[config.mk]
export PLATFORM = sky130hd
export DESIGN_NAME = matrix_operand_loader
export DESIGN_NICKNAME = d
export VERILOG_FILES = /design/src/rtl/matrix_operand_loader.sv
export SDC_FILE = /design/constraint.sdc
export NUM_CORES = 1
export LEC_CHECK = 0
export CORE_MARGIN = 3
export CORE_UTILIZATION = 50
export DETAILED_ROUTE_END_ITERATION = 12
export GPL_ROUTABILITY_DRIVEN = 0
export GPL_TIMING_DRIVEN = 0
export PLACE_DENSITY = 0.84
export SYNTH_ARGS = -nofsm -noshare
export SYNTH_HDL_FRONTEND = slang
export SYNTH_SLANG_ARGS = --single-unit
[constraint.sdc]
create_clock -name clk -period 2.4 [get_ports clk]
set_input_delay 0.48 -clock clk [delete_from_list [all_inputs] [get_ports clk]]
set_output_delay 0.48 -clock clk [all_outputs]
set_load 0.02 [all_outputs]
[src/rtl/matrix_operand_loader.sv]
// Collects eight 2-bit elements into packed 2x2 operand matrices A and B,
// then holds the pair until the downstream multiplier/adder stage accepts it.
module matrix_operand_loader (
  input  logic       clk,
  input  logic       rst,
  input  logic       in_valid,
  input  logic [1:0] in_data,
  output logic       in_ready,
  input  logic       flush,
  output logic       out_valid,
  input  logic       out_ready,
  output logic [7:0] a_mat,
  output logic [7:0] b_mat,
  output logic [2:0] elem_cnt,
  output logic [7:0] pair_cnt
);

  typedef enum logic {
    LOAD = 1'b0,
    HOLD = 1'b1
  } state_t;

  state_t     r_state;
  state_t     w_state_nxt;
  logic       r_out_valid;
  logic       w_out_valid_nxt;
  logic [7:0] r_a_mat;
  logic [7:0] w_a_nxt;
  logic [7:0] r_b_mat;
  logic [7:0] w_b_nxt;
  logic [2:0] r_elem_cnt;
  logic [2:0] w_elem_cnt_nxt;
  logic [7:0] r_pair_cnt;
  logic [7:0] w_pair_cnt_nxt;
  logic       w_in_xfer;
  logic       w_out_xfer;

  assign in_ready   = (r_state == LOAD) && !rst;
  assign w_in_xfer  = in_valid && in_ready && !flush;
  assign w_out_xfer = r_out_valid && out_ready && !flush;

  // Next-state logic: flush outranks both handshakes; the 8th element enters HOLD.
  always_comb begin
    w_state_nxt     = r_state;
    w_out_valid_nxt = r_out_valid;
    w_a_nxt         = r_a_mat;
    w_b_nxt         = r_b_mat;
    w_elem_cnt_nxt  = r_elem_cnt;
    w_pair_cnt_nxt  = r_pair_cnt;
    if (flush) begin
      w_state_nxt     = LOAD;
      w_out_valid_nxt = 1'b0;
      w_a_nxt         = 8'h00;
      w_b_nxt         = 8'h00;
      w_elem_cnt_nxt  = 3'd0;
    end else if (w_in_xfer) begin
      case (r_elem_cnt)
        3'd0:    w_a_nxt[7:6] = in_data;
        3'd1:    w_a_nxt[5:4] = in_data;
        3'd2:    w_a_nxt[3:2] = in_data;
        3'd3:    w_a_nxt[1:0] = in_data;
        3'd4:    w_b_nxt[7:6] = in_data;
        3'd5:    w_b_nxt[5:4] = in_data;
        3'd6:    w_b_nxt[3:2] = in_data;
        3'd7:    w_b_nxt[1:0] = in_data;
        default: w_a_nxt      = r_a_mat;
      endcase
      if (r_elem_cnt == 3'd7) begin
        w_state_nxt     = HOLD;
        w_out_valid_nxt = 1'b1;
        w_elem_cnt_nxt  = 3'd0;
      end else begin
        w_elem_cnt_nxt  = r_elem_cnt + 3'd1;
      end
    end else if (w_out_xfer) begin
      // Fields keep their old contents; new elements overwrite them one by one.
      w_state_nxt     = LOAD;
      w_out_valid_nxt = 1'b0;
      w_pair_cnt_nxt  = r_pair_cnt + 8'd1;
    end else begin
      w_state_nxt     = r_state;
    end
  end

  // State and datapath registers with synchronous reset.
  always_ff @(posedge clk) begin
    if (rst) begin
      r_state     <= LOAD;
      r_out_valid <= 1'b0;
      r_a_mat     <= 8'h00;
      r_b_mat     <= 8'h00;
      r_elem_cnt  <= 3'd0;
      r_pair_cnt  <= 8'd0;
    end else begin
      r_state     <= w_state_nxt;
      r_out_valid <= w_out_valid_nxt;
      r_a_mat     <= w_a_nxt;
      r_b_mat     <= w_b_nxt;
      r_elem_cnt  <= w_elem_cnt_nxt;
      r_pair_cnt  <= w_pair_cnt_nxt;
    end
  end

  assign out_valid = r_out_valid;
  assign a_mat     = r_a_mat;
  assign b_mat     = r_b_mat;
  assign elem_cnt  = r_elem_cnt;
  assign pair_cnt  = r_pair_cnt;

endmodule

==> summary.md <==
| Metric | Value |
|---|---|
| Status | `finished clean` |
| Top delay family on crit path | `buffers and inverters` |
| Fin crit period | `2.25 ns` |
| P_leak | `0.000620 uW` |
| Sequential-to-total area share from yosys stat | `44.3%` |
| Root Buffer | `clkbuf_4` |
| Pin count of the biggest net entering global routing | `16` |
| TritonCTS Sinks | `28` |
| Vias in the first global route | `1000` |
| Setup bufs post-CTS | `0` |
| Startpoint types | `flop` |
| Slew headroom | `68.9%` |
| Max stage delay on crit path | `0.55 ns` |
| Max Slew Vio Count | `0` |
| Crit path capture type | `output port` |
| CP Cell Sequence | `clkbuf_1, nor2_1, clkdlybuf4s50_1` |
| Port Buffers | `31` |
| Resize count post-CTS | `0` |
| Max Cap Violations | `0` |
| Die Y | `56.3 um` |
| First-pass GRT wire length | `4.57 mm` |
| Fmax | `0.444 GHz` |
| # IOs | `36` |
| Hold Startpoint | `b_mat[0]` |
| Initial core utilization | `55.1%` |
| Worst-path maximum fanout | `10` |
| Worst-path clk slew | `0.14 ns` |
| DRC | `0` |
| Hold Path Depth | `2` |
| Fillers | `185` |
| Per-cell routed wire length | `13.9 um` |
| Required @ worst endpoint | `1.92 ns` |
| Fin crit share | `93.8%` |
| RSZ-0062 raised after global routing | `false` |
| Worst-Margin Slew | `0.467 ns` |
| Mean Syn Cell Area | `9.52 um^2` |
| Ys Warns | `0` |
| Multi-input gate area | `652 um^2` |
| Layout area overhead | `30.1%` |
| Finished Cell Area | `1650 um^2` |
| Storage element area | `561 um^2` |
| Mapped cell area | `1270 um^2` |
| R2R setup slack | `0.96 ns` |
| #FFs+latches synth | `28` |
| All-Layer GR Usage | `18.1%` |
| Vias | `1065` |
| Final setup violating endpoints | `0` |
| CP arrival | `1.77 ns` |
| Post-Synthesis Cells | `133` |
| Setup_tns | `0 ns` |
| CP Buf/Inv Count | `2` |
| Core ar. | `2300 um^2` |
| Peak supply drop | `0.526 mV` |
| H-tree levels | `1` |
| Number of vias per cell | `5.43` |
| Row count | `17` |
| PD cells | `460 nW/um^2` |
| Syn Nets | `147` |
| FF-to-FF End | `a_mat[4]` |
| Final Hold Viols | `0` |
| Die width | `56.3 um` |
| CTS tree | `built` |
| Initial DRC Count | `12` |
| Die ar. | `3170 um^2` |
| Initial antenna violation count | `0` |
| WHS | `0.468 ns` |
| Nets | `183` |
| Antenna diode count | `0` |
| Drt first pass iters | `4` |
| Crit Path Class | `flop to output port` |
| Worst reg2reg path depth | `4` |
| Slowest-stage cell, CP | `clkdlybuf4s50_1` |
| Final clock skew | `0.00177 ns` |
| CTS max path bufs | `2` |
| Distinct cells, synth | `25` |
| Reg2Reg Launch Point | `out_valid` |
| Hold Path Class | `flop to flop` |
| Share of layout cells above drive strength 1 | `6.55%` |
| # hold bufs at CTS | `0` |
| Routed wire length | `2.73 mm` |
| Hold Path End | `b_mat[0]` |
| Num CTS Buffers | `3` |
| Detail Route Antenna Nets | `0` |
| Worst-Skew Late Latency | `0.33 ns` |
| Final Core Density | `71.7%` |
| Placement Cell Area | `1610 um^2` |
| Detailed placer's ending HPWL | `2.03 mm` |
| Gr ovfl total | `0` |
-- sequential cells by signal (all words and copies together), names as in the netlist --
signal,flops
pair_cnt,8
elem_cnt,3
a_mat,8
b_mat,8
out_valid,1
-- where the power goes --
part	internal (uW)	total, uW	leakage (uW)	switching, uW
clock	92.9	228	0.0000210	135
combinational	24.6	57.6	0.000373	33.0
sequential	468	472	0.000226	3.95
-- cell usage in the layout, fill, tap and decap left out, types with 3 or more instances in the layout --
cell type and n:
a21oi_1 11, and4bb_2 3, clkbuf_1 7, clkbuf_4 3, clkdlybuf4s50_1 31, dfxtp_1 28, ha_1 7, inv_1 3
mux2i_1 14, nand2_1 6, nand3_1 7, nand3b_1 3, nand4b_1 4, nor2_1 19, o31ai_1 3, or4_1 3
-- area by class of cell --
class	instances	area share (%)
Clock buffer	4	2.20
Multi-Input combinational cell	93	39.6
Tap cell	28	2.13
Inverter	3	0.683
Timing Repair Buffer	31	18.8
Sequential cell	28	34.0
Buffer	9	2.58
-- worst min-delay path: cells and delay by family (launching register included) --
| family | cells | cell delay (ns) |
|---|---|---|
| AND/OR/NAND/NOR | 1 | 0.05 |
| AO/OA/AOI/OAI | 1 | 0.05 |
| flip-flops | 1 | 0.33 |
-- layer usage --
layer	up-vias	global-route usage (%)	wire length, um	share of wire, %
met5	-	0	0	0
met4	0	4.07	23	0.84
met3	2	4.60	127	4.7
met2	26	29.4	1340	49
met1	501	24.1	1240	45
li1	536	-	-	-
-- stage by stage --
step / setup slack (ns) / power [uW] / std cells
floorplan: 0.955 / 518 / 133
global placement: 0.432 / 539 / 192
detailed placement: 0.416 / 540 / 192
CTS: 0.149 / 760 / 196
global route: 0.0417 / 789 / 196
finish: 0.149 / 758 / 196
-- how the worst max path moves through the flow --
stage | start | end | slack [ns] | depth (start not counted)
floorplan | flush | pair_cnt[7] | 0.96 | 4
global placement | out_ready | pair_cnt[7] | 0.43 | 5
detailed placement | out_ready | pair_cnt[7] | 0.42 | 5
CTS | out_valid | in_ready | 0.15 | 3
global route | out_valid | in_ready | 0.04 | 3
finish | out_valid | in_ready | 0.15 | 3
-- cell usage after synthesis, drive strengths merged --
cell / instances / area, um^2
dfxtp: 28 / 561
nor2: 19 / 71.3
mux2i: 14 / 140
a21oi: 11 / 55.1
clkbuf: 7 / 26.3
ha: 7 / 87.6
nand3: 7 / 35.0
nand2: 6 / 22.5
nand3b: 4 / 42.5
nand4b: 4 / 35.0
and4bb: 3 / 37.5
inv: 3 / 11.3
o31ai: 3 / 22.5
or4: 3 / 22.5
buf: 2 / 16.3
nand2b: 2 / 12.5
o21ai: 2 / 10.0
or3: 2 / 12.5
xor2: 2 / 17.5
a211oi: 1 / 7.51
and2b: 1 / 7.51
nand4: 1 / 6.26
or2: 1 / 6.26
-- logic make-up after synthesis --
group | synth area share [%]
buffers and inverters | 4.25
adder cells (fa/ha/maj) | 6.92
flip-flops | 44.3
multiplexers | 11.1
AO/OA/AOI/OAI | 7.51
XOR/XNOR | 1.38
AND/OR/NAND/NOR | 24.6
No activity file was read; power rests on OpenSTA's default activity.
